File: config.mk
export PLATFORM = sky130hd
export DESIGN_NAME = pipeline_ctrl
export DESIGN_NICKNAME = d
export VERILOG_FILES = /design/src/rtl/pipeline_ctrl_pkg.sv /design/src/rtl/pipeline_rollback_walker.sv /design/src/rtl/pipeline_ctrl.sv
export SDC_FILE = /design/constraint.sdc
export NUM_CORES = 1
export LEC_CHECK = 0
export CORE_MARGIN = 3
export CORE_UTILIZATION = 47
export CTS_CLUSTER_SIZE = 40
export DETAILED_ROUTE_END_ITERATION = 8
export PLACE_DENSITY = 0.79
export SLEW_MARGIN = 40
export SYNTH_ARGS = -nofsm -noshare
export SYNTH_HDL_FRONTEND = slang
export SYNTH_SLANG_ARGS = --single-unit
File: constraint.sdc
create_clock -name clk -period 2.3 [get_ports clk]
set_input_delay 0.575 -clock clk [delete_from_list [all_inputs] [get_ports clk]]
set_output_delay 0.575 -clock clk [all_outputs]
set_load 0.01 [all_outputs]
File: src/rtl/pipeline_ctrl_pkg.sv
// Shared constants for the pipeline stall/flush controller and its stage registers.
package pipeline_ctrl_pkg;

  // Active-list index width; the list holds 2^FREE_LIST_WIDTH entries.
  localparam int unsigned FREE_LIST_WIDTH = 3;

  // Controller state encoding; 2'd3 is unused and recovers to StRun.
  typedef enum logic [1:0] {
    StRun      = 2'd0,
    StMulti    = 2'd1,
    StRollback = 2'd2
  } ctrl_state_e;

endpackage

File: src/rtl/pipeline_rollback_walker.sv
// Walks the active list from tail-1 back to mispredict_index+1, one entry per cycle.
module pipeline_rollback_walker #(
  parameter int unsigned FREE_LIST_WIDTH = pipeline_ctrl_pkg::FREE_LIST_WIDTH
) (
  input  logic                       clk,
  input  logic                       rst,
  input  logic                       start,
  input  logic                       active,
  input  logic [FREE_LIST_WIDTH-1:0] al_tail,
  input  logic [FREE_LIST_WIDTH-1:0] mispredict_index,
  output logic                       n_zero,
  output logic                       rollback_valid,
  output logic [FREE_LIST_WIDTH-1:0] rollback_index,
  output logic                       done
);

  localparam logic [FREE_LIST_WIDTH-1:0] IdxOne = FREE_LIST_WIDTH'(1);

  logic [FREE_LIST_WIDTH-1:0] ptr_q, ptr_d;
  logic [FREE_LIST_WIDTH-1:0] last_q, last_d;
  logic [FREE_LIST_WIDTH-1:0] n_entries;

  // Entry count, walk outputs and pointer next-state.
  always_comb begin
    n_entries      = al_tail - mispredict_index - IdxOne;
    n_zero         = (n_entries == '0);
    rollback_valid = active;
    rollback_index = ptr_q;
    done           = active && (ptr_q == last_q);
    ptr_d          = ptr_q;
    last_d         = last_q;
    if (start) begin
      ptr_d  = al_tail - IdxOne;
      last_d = mispredict_index + IdxOne;
    end else if (active) begin
      ptr_d  = ptr_q - IdxOne;
    end
  end

  // Walk pointer registers.
  always_ff @(posedge clk or posedge rst) begin
    if (rst) begin
      ptr_q  <= '0;
      last_q <= '0;
    end else begin
      ptr_q  <= ptr_d;
      last_q <= last_d;
    end
  end

endmodule

File: src/rtl/pipeline_ctrl.sv
// Central stall/flush controller: load-use, memory wait, multi-cycle divide, mispredict rollback.
module pipeline_ctrl #(
  parameter int unsigned FREE_LIST_WIDTH = pipeline_ctrl_pkg::FREE_LIST_WIDTH,
  parameter int unsigned DIV_CYCLES      = 32
) (
  input  logic                       clk,
  input  logic                       rst,
  input  logic                       load_use_hazard,
  input  logic                       mem_wait,
  input  logic                       div_start,
  input  logic                       mispredict,
  input  logic [FREE_LIST_WIDTH-1:0] mispredict_index,
  input  logic [FREE_LIST_WIDTH-1:0] al_tail,
  output logic                       stall_pc,
  output logic                       stall_f2d,
  output logic                       stall_d2e,
  output logic                       stall_e2m,
  output logic                       stall_m2w,
  output logic                       flush_f2d,
  output logic                       flush_d2e,
  output logic                       flush_e2m,
  output logic                       flush_m2w,
  output logic                       rollback_valid,
  output logic [FREE_LIST_WIDTH-1:0] rollback_index,
  output logic                       div_busy,
  output logic                       div_done,
  output logic [1:0]                 ctrl_state
);

  import pipeline_ctrl_pkg::*;

  localparam int unsigned CntW = (DIV_CYCLES > 2) ? $clog2(DIV_CYCLES) : 1;
  localparam logic [CntW-1:0] CntLoad = CntW'(DIV_CYCLES - 1);

  ctrl_state_e state_q, state_d;
  logic [CntW-1:0] cnt_q, cnt_d;

  logic                       rb_start;
  logic                       rb_n_zero;
  logic                       rb_valid;
  logic [FREE_LIST_WIDTH-1:0] rb_index;
  logic                       rb_done;

  pipeline_rollback_walker #(
    .FREE_LIST_WIDTH(FREE_LIST_WIDTH)
  ) u_walker (
    .clk             (clk),
    .rst             (rst),
    .start           (rb_start),
    .active          (state_q == StRollback),
    .al_tail         (al_tail),
    .mispredict_index(mispredict_index),
    .n_zero          (rb_n_zero),
    .rollback_valid  (rb_valid),
    .rollback_index  (rb_index),
    .done            (rb_done)
  );

  // Priority decode and next-state; every output is held at 0 while rst is high.
  always_comb begin
    stall_pc       = 1'b0;
    stall_f2d      = 1'b0;
    stall_d2e      = 1'b0;
    stall_e2m      = 1'b0;
    stall_m2w      = 1'b0;
    flush_f2d      = 1'b0;
    flush_d2e      = 1'b0;
    flush_e2m      = 1'b0;
    flush_m2w      = 1'b0;
    rollback_valid = 1'b0;
    rollback_index = '0;
    div_busy       = 1'b0;
    div_done       = 1'b0;
    ctrl_state     = 2'd0;
    rb_start       = 1'b0;
    state_d        = state_q;
    cnt_d          = cnt_q;
    if (!rst) begin
      ctrl_state = state_q;
      case (state_q)
        StRun: begin
          // Lower-priority events stay pending: their sources are stalled by mem_wait.
          if (mem_wait) begin
            stall_pc  = 1'b1;
            stall_f2d = 1'b1;
            stall_d2e = 1'b1;
            stall_e2m = 1'b1;
            flush_m2w = 1'b1;
          end else if (mispredict) begin
            flush_f2d = 1'b1;
            flush_d2e = 1'b1;
            if (!rb_n_zero) begin
              rb_start = 1'b1;
              state_d  = StRollback;
            end
          end else if (div_start) begin
            stall_pc  = 1'b1;
            stall_f2d = 1'b1;
            stall_d2e = 1'b1;
            flush_e2m = 1'b1;
            cnt_d     = CntLoad;
            state_d   = StMulti;
          end else if (load_use_hazard) begin
            stall_pc  = 1'b1;
            stall_f2d = 1'b1;
            flush_d2e = 1'b1;
          end
        end
        StMulti: begin
          div_busy = 1'b1;
          if (cnt_q == '0 && !mem_wait) begin
            div_done = 1'b1;
            state_d  = StRun;
          end else begin
            stall_pc  = 1'b1;
            stall_f2d = 1'b1;
            stall_d2e = 1'b1;
            if (mem_wait) begin
              stall_e2m = 1'b1;
              flush_m2w = 1'b1;
            end else begin
              flush_e2m = 1'b1;
            end
            // Counter saturates at 0 so div_done can wait out mem_wait.
            if (cnt_q != '0) cnt_d = cnt_q - CntW'(1);
          end
        end
        StRollback: begin
          rollback_valid = rb_valid;
          rollback_index = rb_index;
          stall_pc       = 1'b1;
          stall_f2d      = 1'b1;
          flush_d2e      = 1'b1;
          if (mem_wait) begin
            stall_e2m = 1'b1;
            flush_m2w = 1'b1;
          end
          if (rb_done) state_d = StRun;
        end
        default: state_d = StRun;
      endcase
    end
  end

  // State and divide counter registers.
  always_ff @(posedge clk or posedge rst) begin
    if (rst) begin
      state_q <= StRun;
      cnt_q   <= '0;
    end else begin
      state_q <= state_d;
      cnt_q   <= cnt_d;
    end
  end

endmodule

==> results.toml <==
[status]
run_status = "finished with violations"
violations = "setup timing"

[clock_network]
numCtsBuffers = 3
insertion_delay_ps = 280
cts_max_path_buffers = 2
cts.clk_slew.worst_paths_ps = 80
root_buffer = "clkbuf_4"
cts_tree = "yes"
cts_sinks = 13
htreeDepth = 1
cts_hold_buf = 0

[placed_design]
placed_area_um2 = 1530
port_buffers = 27
dp_hpwl_um = 2090
place.gp.congestion = 0.809
dp_worst_setup_slack_ps = -906

[floorplan]
start_util = 0.509
num_rows = 16
die_area_um2 = 2790
core_um2 = 2020
die_y_um = 52.8
num_io_pins = 29
die_w_um = 52.8

[yosys]
synth_flop_cell = "dfrtp_1"
yosysUniqueCellTypes = 41
synthArstFlopShare = 1.00
synthCells = 113
ys_seq_elements = 13
ys.warnings.count = 0
synth_fp_nets = 131
synth_area_per_cell_um2 = 9.11
synth_edf_count = 0
netlist_area_um2 = 1030
ys_seq_area_frac = 0.316

[routing]
vias = 1128
wire_per_inst_um = 16.5
routed_via_density = 5.50
firstDrtPassIters = 4
drt-initial-drc-count = 30
drc_errors = 0
totalWireLength_um = 3380
antenna_left = 0

[final_layout]
final_cell_mix = "buf_4, o21ai_0, dfrtp_1, dlygate4sd2_1, buf_2"
mostFrequentLayoutCell = "buf_4"
fillers = 122
antenna_cells = 0
area.sequential_um2 = 328
final_layout_size_suffix_gt1_frac = 0.478
multi_input_area_um2 = 718
nets = 197
finalInstanceArea_um2 = 1710
syn_to_final_growth_pct = 66.2

[worst_setup_path]
path_class = "in2reg"
crit_path_start_kind = "input port"
r2r_cells = 9
cp-end-kind = "register"
cp.depth = 12
r2r_slack_ps = 140
crit_buf_inv = 4
cp_max_fo = 3
crit_slowest_cell = "fa_2"
worstPathArrival_ps = 2680
worstPathRequired_ps = 2520
critical-path-top-delay-family = "adder cells"
path_cells = "buf_12, inv_12, ha_4, inv_2, fa_2, inv_2, o311ai_4, mux2i_2, ha_2, nand2_2, xor2_2, a21oi_2"
crit_path_max_incr_delay_ps = 520
crit_path_frequent_cell = "inv_2"

[timing]
hold_viol_final = 0
setup_ws_ps = -167
min_period_ps = 2470
setup_viol = 4
finClkSkew_ps = 2.77
finalMaxSlewViolations = 0
post-route-period-util = 1.07
rsz0062_at_grt = "true"
max_freq_mhz = 405

[global_route]
antenna_found_initial = 0
grt-ovfl-total = 0
grt_start_max_net_pins = 15
grt_pass1_wl_um = 4940
grt_pass1_vias = 1023
gr-usage-all-layers = 0.244

[worst_hold_path]
hold_depth = 2
hp-class = "reg2reg"

[power_and_ir_drop]
leakagePower_nw = 0.841
vdd_drop_max_mv = 0.848
powerDensity_nw_per_um2 = 865

[run]
drv_cap = 0
==> flip-flops by register name, indices dropped and copies added (netlist names) <==
name                     count
cnt_q                        5
u_walker.last_q              3
u_walker.rollback_index      3
state_q                      2
==> worst register-to-register path: stages, from the launching register on <==
cell and delay [ps]:
dfrtp_2 490, buf_4 170, nor4_4 280, buf_4 170, o311ai_4 130, mux2i_2 260
ha_2 250, nand2_2 80, xor2_2 150, a21oi_2 120
==> layout make-up <==
class | count | area share
timing repair buffer | 68 | 0.322
multi-input combinational | 82 | 0.420
clock buffer | 3 | 0.0132
sequential | 13 | 0.192
tap | 27 | 0.0197
clock inverter | 1 | 0.00292
inverter | 11 | 0.0314
==> worst paths after layout <==
path,from,to
worst max-delay path,mispredict_index[0],u_walker.rollback_index[2]
worst min-delay path,u_walker.last_q[0],u_walker.last_q[0]
worst max register to register,state_q[0],u_walker.rollback_index[2]
worst min register to register,u_walker.last_q[0],u_walker.last_q[0]
max in group asynchronous,rst,u_walker.rollback_index[2]
min in group asynchronous,rst,cnt_q[3]
==> synth_stat cells (2+ instances only) <==
master	count	share of area
buf_4	3	0.022
nor2b_1	4	0.024
xor2_1	2	0.017
clkbuf_1	2	0.0073
a31oi_1	2	0.012
nor3_1	3	0.015
ha_1	5	0.061
nand2b_1	2	0.012
o21ai_0	13	0.063
nor4_1	2	0.012
and3_1	3	0.018
xnor2_1	5	0.043
a21oi_2	2	0.017
nor2_1	5	0.018
mux2i_1	2	0.019
dfrtp_1	13	0.32
inv_1	11	0.040
a21o_1	2	0.015
a21oi_1	4	0.019
nand2_1	7	0.026
==> routing by layer <==
| layer | vias to the layer above | part of all wire | GRT usage | wire [um] |
|---|---|---|---|---|
| li1 | 526 | - | - | - |
| met3 | 10 | 0.062 | 0.0427 | 209 |
| met5 | - | 0 | 0 | 0 |
| met4 | 0 | 0.019 | 0.0894 | 64 |
| met1 | 543 | 0.40 | 0.321 | 1360 |
| met2 | 49 | 0.52 | 0.395 | 1750 |
==> repair_timing <==
item                                    CTS  global route
gates resized for setup                  68            17
endpoints found under the setup margin   23            16
pin swaps                                 8             7
setup buffers                             4             8
==> kinds of logic after synthesis <==
family,share of synthesized area
AO/OA/AOI/OAI,0.216
AND/OR/NAND/NOR,0.186
buffers and inverters,0.0851
flip-flops,0.316
XOR/XNOR,0.0826
adder cells (fa/ha/maj),0.0802
multiplexers,0.0304
other,0.00364
==> stage by stage <==
step / instances / setup TNS, ps / power, mW / util / hold WS (ps)
2_1_floorplan: 113 / -526 / 0.831 / - / 466
3_3_place_gp: 189 / -9210 / 1.10 / 0.758 / 489
3_5_place_dp: 189 / -9960 / 1.14 / 0.758 / 503
4_1_cts: 197 / -495 / 1.34 / 0.800 / 521
5_1_grt: 205 / -608 / 1.59 / 0.847 / 560
6_report: 205 / -302 / 1.48 / 0.847 / 518
==> power breakdown <==
part,internal (mW),leakage [nW],switching (mW)
Clock,0.0646,0.0177,0.0841
Sequential,0.335,0.151,0.133
Combinational,0.472,0.673,0.392
Total,0.871,0.841,0.609
Note: power is estimated with default switching activity, not from simulation.
